===== src/rtl/cpu_bus_serializer.sv =====
// cpu_bus_serializer
//   Narrows one CPU bus transaction (address, write data, read data) onto a
//   PIN_W-wide pin interface. Sequence per transaction:
//   ADDR (NA beats), CMD (1 cycle), DATA (ND beats, gated by ext_ready), DONE.
//   Write transactions drive dq in DATA; reads capture dq instead.
//   Every beat goes out least-significant slice first.
//
//   Optional build macro: WAIT_TIMEOUT_EN
//     Defined   : TIMEOUT consecutive ext_ready=0 cycles in DATA abort the
//                 transaction (cpu_err=1). For an aborted read, slices that
//                 were never received read back as all-ones.
//     Undefined : DATA waits indefinitely and cpu_err is constant 0.
//
// Ports
//   clk, rst            clock and synchronous active-high reset
//   cpu_req/we/addr/wdata  transaction request, latched on accept in IDLE
//   cpu_busy            state is not IDLE
//   cpu_ack, cpu_err    one-cycle completion pulse and its abort flag
//   cpu_rdata           last completed read result
//   pin_addr            address beat (ADDR) or command beat (CMD)
//   pin_dq_out/oe       write-data beat and dq drive enable
//   pin_dq_in           read-data beat
//   pin_phase           00 idle, 01 addr, 10 cmd, 11 data
//   ext_ready           external device ready; gates data beats
module cpu_bus_serializer #(
    parameter int ADDR_W  = 64,
    parameter int DATA_W  = 64,
    parameter int PIN_W   = 8,
    parameter int TIMEOUT = 255
) (
    input  logic              clk,
    input  logic              rst,
    input  logic              cpu_req,
    input  logic              cpu_we,
    input  logic [ADDR_W-1:0] cpu_addr,
    input  logic [DATA_W-1:0] cpu_wdata,
    output logic              cpu_busy,
    output logic              cpu_ack,
    output logic              cpu_err,
    output logic [DATA_W-1:0] cpu_rdata,
    output logic [PIN_W-1:0]  pin_addr,
    output logic [PIN_W-1:0]  pin_dq_out,
    output logic              pin_dq_oe,
    input  logic [PIN_W-1:0]  pin_dq_in,
    output logic [1:0]        pin_phase,
    input  logic              ext_ready
);

    // state  | meaning
    // S_IDLE | waiting for cpu_req; pins quiet
    // S_ADDR | NA address beats, one per cycle
    // S_CMD  | single command beat {1, we}; dq never driven here
    // S_DATA | ND data beats, each completes on ext_ready=1
    // S_DONE | cpu_ack pulse; requests ignored; pins quiet
    typedef enum logic [2:0] {
        S_IDLE,
        S_ADDR,
        S_CMD,
        S_DATA,
        S_DONE
    } state_t;

    localparam int NA   = ADDR_W / PIN_W;
    localparam int ND   = DATA_W / PIN_W;
    localparam int NMAX = (NA > ND) ? NA : ND;
    localparam int BW   = (NMAX > 1) ? $clog2(NMAX) : 1;
    localparam logic [BW-1:0] NA_LAST = BW'(NA - 1);
    localparam logic [BW-1:0] ND_LAST = BW'(ND - 1);

    if ((ADDR_W % PIN_W) != 0 || (DATA_W % PIN_W) != 0 || PIN_W < 2 || TIMEOUT < 1)
    begin : g_param_check
        $error("cpu_bus_serializer: widths must be multiples of PIN_W, PIN_W >= 2, TIMEOUT >= 1");
    end

    state_t            state, state_nxt;
    logic [BW-1:0]     beat, beat_nxt;
    logic              we_q, we_nxt;
    logic [ADDR_W-1:0] addr_q, addr_nxt;
    logic [DATA_W-1:0] wdata_q, wdata_nxt;
    logic [DATA_W-1:0] rshift, rshift_nxt;
    logic              abort;
    logic              rdata_load;

    logic [1:0]        phase_nxt;
    logic [PIN_W-1:0]  pin_addr_nxt;
    logic [PIN_W-1:0]  dq_out_nxt;
    logic              oe_nxt;
    logic              ack_nxt;
    logic              err_nxt;

`ifdef WAIT_TIMEOUT_EN
    localparam int TW = $clog2(TIMEOUT + 1);

    // Down-counter of remaining tolerated stall cycles; reloads outside DATA
    // and on every ready cycle, so only consecutive stalls count.
    logic [TW-1:0] wait_cnt;

    always_ff @(posedge clk) begin
        if (rst) begin
            wait_cnt <= '0;
        end else if (state != S_DATA || ext_ready) begin
            wait_cnt <= TW'(TIMEOUT);
        end else begin
            wait_cnt <= wait_cnt - 1'b1;
        end
    end
`endif

    always_comb begin
        state_nxt  = state;
        beat_nxt   = beat;
        we_nxt     = we_q;
        addr_nxt   = addr_q;
        wdata_nxt  = wdata_q;
        rshift_nxt = rshift;
        abort      = 1'b0;
        case (state)
            S_IDLE: begin
                if (cpu_req) begin
                    state_nxt  = S_ADDR;
                    beat_nxt   = '0;
                    we_nxt     = cpu_we;
                    addr_nxt   = cpu_addr;
                    wdata_nxt  = cpu_wdata;
                    // Preset to all-ones so slices never received on an abort
                    // read back as ones.
                    rshift_nxt = '1;
                end
            end
            S_ADDR: begin
                if (beat == NA_LAST) begin
                    state_nxt = S_CMD;
                    beat_nxt  = '0;
                end else begin
                    beat_nxt = beat + 1'b1;
                end
            end
            S_CMD: begin
                state_nxt = S_DATA;
                beat_nxt  = '0;
            end
            S_DATA: begin
                if (ext_ready) begin
                    if (!we_q) begin
                        rshift_nxt[int'(beat)*PIN_W +: PIN_W] = pin_dq_in;
                    end
                    if (beat == ND_LAST) begin
                        state_nxt = S_DONE;
                        beat_nxt  = '0;
                    end else begin
                        beat_nxt = beat + 1'b1;
                    end
                end
`ifdef WAIT_TIMEOUT_EN
                else if (wait_cnt == TW'(1)) begin
                    state_nxt = S_DONE;
                    beat_nxt  = '0;
                    abort     = 1'b1;
                end
`endif
            end
            S_DONE: begin
                state_nxt = S_IDLE;
            end
            default: begin
                state_nxt = S_IDLE;
            end
        endcase
    end

    assign rdata_load = (state == S_DATA) && (state_nxt == S_DONE) && !we_q;

    // Pin outputs are decoded from the next state so they are registered yet
    // aligned with the state they describe.
    always_comb begin
        phase_nxt    = 2'b00;
        pin_addr_nxt = '0;
        dq_out_nxt   = '0;
        oe_nxt       = 1'b0;
        ack_nxt      = 1'b0;
        err_nxt      = 1'b0;
        case (state_nxt)
            S_ADDR: begin
                phase_nxt    = 2'b01;
                pin_addr_nxt = addr_nxt[int'(beat_nxt)*PIN_W +: PIN_W];
            end
            S_CMD: begin
                phase_nxt    = 2'b10;
                pin_addr_nxt = PIN_W'({1'b1, we_nxt});
            end
            S_DATA: begin
                phase_nxt = 2'b11;
                oe_nxt    = we_nxt;
                if (we_nxt) begin
                    dq_out_nxt = wdata_nxt[int'(beat_nxt)*PIN_W +: PIN_W];
                end
            end
            S_DONE: begin
                ack_nxt = 1'b1;
                err_nxt = abort;
            end
            default: begin
            end
        endcase
    end

    always_ff @(posedge clk) begin
        if (rst) begin
            state      <= S_IDLE;
            beat       <= '0;
            we_q       <= 1'b0;
            addr_q     <= '0;
            wdata_q    <= '0;
            rshift     <= '0;
            cpu_rdata  <= '0;
            cpu_ack    <= 1'b0;
            cpu_err    <= 1'b0;
            pin_addr   <= '0;
            pin_dq_out <= '0;
            pin_dq_oe  <= 1'b0;
            pin_phase  <= 2'b00;
        end else begin
            state      <= state_nxt;
            beat       <= beat_nxt;
            we_q       <= we_nxt;
            addr_q     <= addr_nxt;
            wdata_q    <= wdata_nxt;
            rshift     <= rshift_nxt;
            cpu_ack    <= ack_nxt;
            cpu_err    <= err_nxt;
            pin_addr   <= pin_addr_nxt;
            pin_dq_out <= dq_out_nxt;
            pin_dq_oe  <= oe_nxt;
            pin_phase  <= phase_nxt;
            if (rdata_load) begin
                cpu_rdata <= rshift_nxt;
            end
        end
    end

    assign cpu_busy = (state != S_IDLE);

endmodule


===== config.mk =====
export PLATFORM = sky130hd
export DESIGN_NAME = cpu_bus_serializer
export DESIGN_NICKNAME = d
export VERILOG_FILES = /design/src/rtl/cpu_bus_serializer.sv
export SDC_FILE = /design/constraint.sdc
export NUM_CORES = 1
export LEC_CHECK = 0
export ABC_AREA = 1
export CORE_MARGIN = 2
export CORE_UTILIZATION = 55
export DETAILED_ROUTE_END_ITERATION = 10
export GPL_TIMING_DRIVEN = 0
export PLACE_DENSITY = 0.88
export SKIP_CTS_REPAIR_TIMING = 1
export SYNTH_ARGS = -nofsm -noshare
export SYNTH_HDL_FRONTEND = slang
export SYNTH_SLANG_ARGS = --single-unit

===== constraint.sdc =====
create_clock -name clk -period 5.6 [get_ports clk]
set_input_delay 1.12 -clock clk [delete_from_list [all_inputs] [get_ports clk]]
set_output_delay 1.12 -clock clk [all_outputs]
set_load 0.01 [all_outputs]

---- Yosys cells after proc, flatten, opt, wreduce, memory -nomap -nowiden ----
Index checks and enable logic that the tools add are counted.
cells by class
  multiplexer cells ....................... 23
  reduce and logical (&&, ||, !) cells .... 7
  add/sub/neg operators ................... 2
  bitwise logic cells ..................... 2
  shifts and indexed selects .............. 4
  equality and inequality tests ........... 8
operators by type and width
  kind                     number
  $mux 64                  7
  $pmux 64 s2              1
  $shiftx 64x7->8          2
  $bwmux 64                1
  $shift 8x33->64 const A  1
  $shiftx 8x33->64         1
  $neg 6->33               1
  $pmux 3 s4               2
  $mux 3                   7
  $pmux 8 s2               1
  $eq 3x2->1 const B       4
  $eq 3x1->1 const B       2
  $eq 3x3->1 const B       2
  $pmux 2 s3               1
  $add 3x1->3 const B      1
  $logic_not 3->1          1
  $mux 1                   3
  $reduce_bool 3->1        1
  $reduce_or 3->1          1
  $logic_and 1x1->1        2
  $not 1->1                2
  $reduce_or 2->1          1
  $logic_not 1->1          1
word-level totals
  output and inout port bits .............. 86
  register bits ........................... 283
  bits of input ports ..................... 141

---- Logic depth before layout (Yosys ltp) ----
Gate-level depths: netlist of run 1.
  depth in word-level cells ............... 7
  mapped depth ............................ 13
  depth with buffers taken out ............ 12

---- Least setup slack after synthesis of run 1 ----
Ideal clock, no wire load.
  path type ............................... input-to-reg
  from .................................... in ext_ready
  to ...................................... reg pin_dq_out[2]
  cell stages on the path ................. 12
  library setup time ...................... 0.114 ns
  data arrival time ....................... 2.254 ns
  buffers on the path ..................... 3
  slack ................................... 3.232 ns
  required time ........................... 5.486 ns
  path through ............................ buf_2 inv_2 a21oi_2 nand3_2 nand2_4 inv_2 buf_6 buf_6 nand3_1 nand2_1 a21oi_1 nor2_1
on the way
  cells in the longest elaborated chain, start to end .. 5
  elaborated cells on any way between the ends .. 8
  classes of those cells .................. 1 x eq/ne; 1 x shift; 4 x mux; 1 x bitwise; 1 x reduce/logical
RTL lines
  item                                                                     line  RTL
  from (decl)                                                              46    input logic ext_ready
  parallel branches: the longest is 5 deep, another holds $shiftx 64x7->8  --
  to (signal assigned)                                                     232   pin_dq_out <= dq_out_nxt;
  to (decl)                                                                42    output logic [PIN_W-1:0] pin_dq_out,
Parallel ways; which one is timed is not known.
A chain may end at the register's enable or synchronous reset.

---- Worst setup path after layout of run 1 ----
  from .................................... in cpu_req
  to ...................................... reg pin_addr[6]
on the way
  cells in the longest elaborated chain, start to end .. 4
  elaborated cells on any way between the ends .. 10
  classes of those cells .................. 2 x eq/ne; 1 x shift; 7 x mux
RTL lines
  item                                     line  RTL
  from (decl)                              33    input logic cpu_req,
  $mux 3 or $mux 64 (tied branches)        119   if (cpu_req) begin
  $pmux 3 s4 or $mux 64 (tied branches)    117   case (state)
  $shiftx 64x7->8 (tied with other cells)  185   pin_addr_nxt = addr_nxt[int'(beat_nxt)*PIN_W +: PIN_W];
  $pmux 8 s2 *                             182   case (state_nxt)
  to (signal assigned)                     231   pin_addr <= pin_addr_nxt;
  to (decl)                                41    output logic [PIN_W-1:0] pin_addr,
Mark *: on every way between the ends. The rest lies on a longest branch, timed or not.

==> results of run 1 <==
-- layer usage --
layer	global-route usage, %	routed length (um)	up-vias
li1	-	-	5446
met1	44.48	16070	5452
met2	48.48	16420	665
met3	6.132	4057	111
met4	12.95	1580	0
met5	0	0	-
-- worst max path at each step --
stage	startpoint	cells after the start	endpoint	slack (ps)
after detailed placement	cpu_req	11	pin_addr[6]	2080
after floorplan	ext_ready	12	pin_dq_out[2]	3230
after CTS	state[2]	3	cpu_busy	2570
final	cpu_req	11	pin_addr[6]	2500
after global placement	cpu_req	11	pin_addr[6]	2080
after global routing	cpu_req	11	pin_addr[6]	2460
-- final cells by class --
cell class | instances | area share [%]
Multi-Input combinational cell | 1027 | 34.66
Clock inverter | 10 | 1.164
Tap cell | 280 | 2.248
Inverter | 107 | 2.577
Timing Repair Buffer | 223 | 14.32
Buffer | 98 | 3.581
Clock buffer | 39 | 5.090
Sequential cell | 283 | 36.35
-- Yosys cell counts (7+ instances only) --
cell and number:
nand3_1 110, buf_4 11, nor2_1 253, buf_2 29, dfxtp_1 283, nand2_1 249, mux2i_1 104, o21a_1 10
inv_2 9, o211ai_1 29, o21ai_0 100, or2_2 12, nor3_1 15, nand3b_1 9, clkbuf_1 37, inv_1 97
o21ai_1 11, a21oi_1 53, ha_1 8, nand2_2 7, buf_6 15, nand4_1 8
-- layout by cell type, fill, tap and decap left out, types with 9 or more instances in the layout --
cell | netlist | routed
dfxtp_1 | 283 | 283
nor2_1 | 253 | 253
nand2_1 | 249 | 249
clkdlybuf4s50_1 | 0 | 223
nand3_1 | 110 | 110
mux2i_1 | 104 | 104
o21ai_0 | 100 | 100
inv_1 | 97 | 97
a21oi_1 | 53 | 53
clkbuf_1 | 37 | 44
buf_2 | 29 | 29
o211ai_1 | 29 | 29
clkbuf_16 | 0 | 29
buf_6 | 15 | 15
nor3_1 | 15 | 15
or2_2 | 12 | 12
buf_4 | 11 | 11
o21ai_1 | 11 | 11
o21a_1 | 10 | 10
inv_2 | 9 | 9
nand3b_1 | 9 | 9
-- metrics by stage --
step	instances	hold slack, ps	worst slack (ps)
after floorplan	1515	445.6	3232
after global placement	2018	455.3	2085
after detailed placement	2018	459.1	2079
after CTS	2067	469.3	2569
after global routing	2067	490.8	2459
final	2067	470.1	2497
-- sequential cells by signal, summed over array words and instances (netlist names) --
| register | flops |
|---|---|
| rshift | 64 |
| wdata_q | 64 |
| addr_q | 64 |
| state | 3 |
| pin_phase | 2 |
| beat | 3 |
| pin_addr | 8 |
| cpu_rdata | 64 |
| pin_dq_out | 8 |
| pin_dq_oe | 1 |
| we_q | 1 |
| cpu_ack | 1 |
-- worst reg2reg max path, cell delays in order (launching register included) --
cell,delay (ps)
dfxtp_1,510
inv_2,160
ha_1,250
ha_1,410
nand4_1,440
nor2_1,570
nand2_1,150
nand3_1,150
nor2_1,60
nor2_1,90
-- power breakdown --
part	internal [W]	total [W]	switching (W)
combinational	0.000325	0.000795	0.000470
sequential	0.00213	0.00216	0.0000345
clock	0.00121	0.00201	0.000797
-- kinds of logic after synthesis --
family	synth area share, %
AND/OR/NAND/NOR	24.67
multiplexers	8.749
flip-flops	47.11
AO/OA/AOI/OAI	10.63
buffers and inverters	7.980
other	0.03118
adder cells (fa/ha/maj)	0.8323
==> results.py, run 1 <==
metrics = {
    "run_status": {
        "status": "complete, no violations",
    },
    "timing": {
        "clock.fmax_ghz": 0.3223,
        "post-route-min-period_ps": 3103,
        "setup_viol": 0,
        "maxSlewViolCount": 0,
        "worst_pin_slew_ps": 823.3,
        "finalHoldViolCount": 0,
        "grt_setup_unrepaired": "false",
        "skew_ps": 8.665,
        "finalSetupTns_ps": 0,
        "relSlewSlack_pct": 45.11,
        "fin_crit_sh_pct": 55.41,
    },
    "clocking": {
        "root_buffer": "clkbuf_16",
        "cts_tree": "done",
        "clk_latency_ps": 550,
        "cts.clk_slew.worst_paths_ps": 60,
        "h-tree-depth": 1,
        "numCtsBuffers": 28,
        "clkSinkCount": 283,
        "clock_path_buffers": 3,
    },
    "cells_and_area": {
        "fin_area_mm2": 0.01558,
        "post_route_cells_drive_above_1_share_pct": 8.002,
        "nets": 1917,
        "finish.utilization_pct": 72.08,
        "fill_cells": 1651,
        "diodes": 0,
        "multiInputGateArea_mm2": 0.005401,
        "regArea_mm2": 0.005665,
        "area_growth_pct": 29.58,
    },
    "drt": {
        "drt_pass1_iterations": 6,
        "ant_nets": 0,
        "wl_per_cell_um": 18.45,
        "vias": 11674,
        "wirelength_mm": 38.13,
        "vias_per_cell": 5.648,
        "drt-initial-drc-count": 1106,
        "post-route-drc-count": 0,
    },
    "place": {
        "io_buffers": 223,
        "dp_hpwl_mm": 27.91,
        "dpl_cell_area_mm2": 0.01461,
        "gp_congestion": 0.9533,
    },
    "synth": {
        "synthDistinctLibCells": 45,
        "synth_edf_count": 0,
        "netlist_instances": 1515,
        "yosys.area.top_type": "dfxtp_1",
        "yosysSeqAreaShare_pct": 47.11,
        "yosysTopAreaCellShare_pct": 47.11,
        "synth_nets": 1664,
        "ys.flop_type": "dfxtp_1",
        "syn_area_mm2": 0.01203,
        "ys_seq_elements": 283,
        "synthTopCellsByArea": "dfxtp_1, mux2i_1, nor2_1, nand2_1, nand3_1",
        "avgSynthCellArea_um2": 7.938,
        "async_reset_ff_share_pct": 0,
        "ys_warn_count": 0,
    },
    "worst_setup_path": {
        "cpLargestDelayFamily": "buffers and inverters",
        "crit_slowest_cell": "clkdlybuf4s50_1",
        "crit_top_cell": "nand2_1",
        "rrSetupSlack_ps": 2750,
        "crit_path_end_kind": "flop",
        "r2r-end": "cpu_rdata[28]",
        "cp_max_fo": 10,
        "crit_chain": "clkdlybuf4s50_1, inv_1, a21oi_2, nand2_2, nand2_1, nand2_1, inv_2, buf_2, nand3_1, nand2_1, nor2_1",
        "critPathMaxStageDelay_ps": 690,
        "r2r_start": "beat[0]",
        "critPathArrivalTime_ps": 3530,
        "cp_num_buf_inv": 4,
        "worstSetupPathType": "input port to flop",
        "reg2reg_depth": 9,
        "required_ps": 6030,
        "cp-start-kind": "input port",
    },
    "flow_run": {
        "drv_cap": 0,
    },
    "die": {
        "die_x_um": 151.9,
        "num_rows": 54,
        "die_h_um": 151.9,
        "start_util_pct": 55.62,
        "core_area_mm2": 0.02162,
        "dieArea_mm2": 0.02307,
        "num_io_pins": 227,
    },
    "power_and_ir_drop": {
        "leakage_nw": 7.143,
        "p_total_w": 0.004968,
        "p_per_area_mw_per_mm2": 318.8,
        "irDropWorstVdd_mv": 0.2331,
    },
    "global_route": {
        "grt_pass1_wl_mm": 58.95,
        "grt_pass1_vias": 11259,
        "grt_max_degree": 16,
        "antenna_found_initial": 0,
        "track_usage_pct": 31.77,
        "grt_overflow_total": 0,
    },
    "min_path": {
        "hp-start": "addr_q[25]",
        "hold_path.class": "flop to flop",
        "holdPathEnd": "addr_q[25]",
        "hold-path-cell-count": 2,
    },
}
(Power assumes the default switching activity.)
==> inputs of run 2 (changes only) <==
CORE_UTILIZATION = 47   (was 55)
PLACE_DENSITY = 0.8   (was 0.88)
clock period = 2.5 ns   (was 5.6 ns; I/O delays follow)
==> results.py, run 2 (synthesized netlist as in run 1, its figures left out) <==
metrics = {
    "timing": {
        "fin_crit_sh_pct": 96.44,
        "relSlewSlack_pct": 46.17,
        "finalHoldViolCount": 0,
        "setup_viol": 0,
        "skew_ps": 5.495,
        "post-route-min-period_ps": 2411,
        "clock.fmax_ghz": 0.4148,
        "finalSetupTns_ps": 0,
        "grt_setup_unrepaired": "true",
        "worst_pin_slew_ps": 807.4,
        "maxSlewViolCount": 0,
    },
    "die": {
        "die_h_um": 164.0,
        "start_util_pct": 47.76,
        "die_x_um": 164.0,
        "num_io_pins": 227,
        "num_rows": 58,
        "core_area_mm2": 0.02518,
        "dieArea_mm2": 0.02688,
    },
    "cells_and_area": {
        "finish.utilization_pct": 62.71,
        "final_common_cell": "dfxtp_1",
        "area_growth_pct": 31.30,
        "final_cell_mix": "dfxtp_1, nor2_1, nand2_1",
        "post_route_cells_drive_above_1_share_pct": 9.476,
        "diodes": 0,
        "nets": 1922,
    },
    "power_and_ir_drop": {
        "leakage_nw": 7.208,
        "p_total_w": 0.01126,
        "irDropWorstVdd_mv": 0.4898,
        "p_per_area_mw_per_mm2": 712.7,
    },
    "clocking": {
        "numCtsBuffers": 30,
        "h-tree-depth": 1,
        "cts.clk_slew.worst_paths_ps": 60,
        "root_buffer": "clkbuf_16",
        "clock_path_buffers": 3,
        "clk_latency_ps": 550,
        "cts_tree": "done",
        "clkSinkCount": 283,
    },
    "drt": {
        "wirelength_mm": 38.55,
        "post-route-drc-count": 0,
        "vias_per_cell": 5.409,
        "drt-initial-drc-count": 922,
        "vias": 11488,
        "drt_pass1_iterations": 5,
        "ant_nets": 0,
        "wl_per_cell_um": 18.15,
    },
    "worst_setup_path": {
        "critPathMaxStageDelay_ps": 420,
        "rrSetupSlack_ps": 90,
        "crit_chain": "inv_4, ha_1, ha_2, inv_1, nand2_1, nor2_1, nand3_2, buf_4, o211ai_1, nor2_1, nor2_1",
        "worstSetupPathType": "flop to flop",
        "r2r_start": "beat[0]",
        "r2r-end": "cpu_rdata[4]",
        "reg2reg_depth": 11,
        "cp-start-kind": "flop",
        "cp_max_fo": 10,
        "required_ps": 2980,
        "critPathArrivalTime_ps": 2890,
        "crit_slowest_cell": "dfxtp_4",
        "crit_path_end_kind": "flop",
        "crit_top_cell": "nor2_1",
    },
    "global_route": {
        "grt_max_degree": 15,
        "grt_pass1_wl_mm": 58.80,
        "grt_pass1_vias": 10966,
        "track_usage_pct": 28.18,
        "grt_overflow_total": 0,
        "antenna_found_initial": 0,
    },
    "min_path": {
        "hold_path.class": "flop to flop",
        "hold-path-cell-count": 2,
        "hp-start": "addr_q[25]",
        "holdPathEnd": "addr_q[25]",
    },
    "place": {
        "gp_congestion": 0.9287,
        "dp_hpwl_mm": 28.32,
        "io_buffers": 223,
    },
    "run_status": {
        "status": "complete, no violations",
    },
    "flow_run": {
        "drv_cap": 0,
    },
}
run 2: changes by cell type in the layout (fill, tap and decap cells not counted), moves of 4 or more:
cell,previous run,this run
buf_4,11,15
nor2_1,253,249
dfxtp_2,0,4
dfxtp_1,283,278
run 2: metrics by stage:
stage	setup WS [ps]	hold WS, ps	instances	area, um2
after global routing	-64.34	500.8	2124	15790
after detailed placement	-453.1	459.3	2068	14670
after CTS	-279.6	469.5	2121	15700
after floorplan	327.6	445.6	1515	12030
final	88.91	472.5	2124	15790
after global placement	-427.3	455.7	2068	14670
run 2: how the worst max path moves through the flow:
stage	from	to	slack, ps	cells after the start
after floorplan	beat[0]	cpu_rdata[61]	330	10
after global placement	cpu_req	pin_addr[6]	-430	11
after detailed placement	cpu_req	pin_addr[6]	-450	11
after CTS	beat[0]	cpu_rdata[39]	-280	10
after global routing	beat[0]	cpu_rdata[4]	-60	11
final	beat[0]	cpu_rdata[4]	90	11
run 2: metal layers:
layer  track usage, %  part of all wire (%)  vias to the layer above
met5                0                     0                        -
met4            11.16                   4.1                        0
met1            39.86                    44                     5407
met3            5.101                   9.2                       97
li1                 -                     -                     5461
met2            42.57                    42                      523
run 2: power by group:
group | leakage, nW | total [W] | switching (W) | internal, W
Clock | 0.505 | 0.00464 | 0.00183 | 0.00281
Combinational | 4.38 | 0.00177 | 0.00104 | 0.000733
Sequential | 2.32 | 0.00485 | 0.0000792 | 0.00477
Total | 7.21 | 0.0113 | 0.00295 | 0.00831
run 2: critical path: cells and delay by family, from the launching register on:
| kind | cells | cell delay [ps] |
|---|---|---|
| and+or+nand+nor | 5 | 650 |
| adders and majority gates | 2 | 540 |
| AOI/OAI and AO/OA | 1 | 290 |
| DFF | 1 | 420 |
| buffers and inverters | 3 | 440 |
run 2: final cells by class:
| cell class | count | area (um2) |
|---|---|---|
| clock inverters | 11 | 157.7 |
| repair buffers | 226 | 2255 |
| clock buffers | 42 | 867.1 |
| multi-input cells | 1027 | 5450 |
| fillers | 2156 | 9390 |
| plain buffers | 98 | 568.0 |
| flip-flops and latches | 283 | 5674 |
| inverters | 107 | 406.6 |
| well taps | 330 | 412.9 |
==> inputs of run 3 (changes only) <==
SLEW_MARGIN = 20   (was not set)
==> results of run 3 <==
The final DEF is identical to that of run 2; final timing and power are the same.
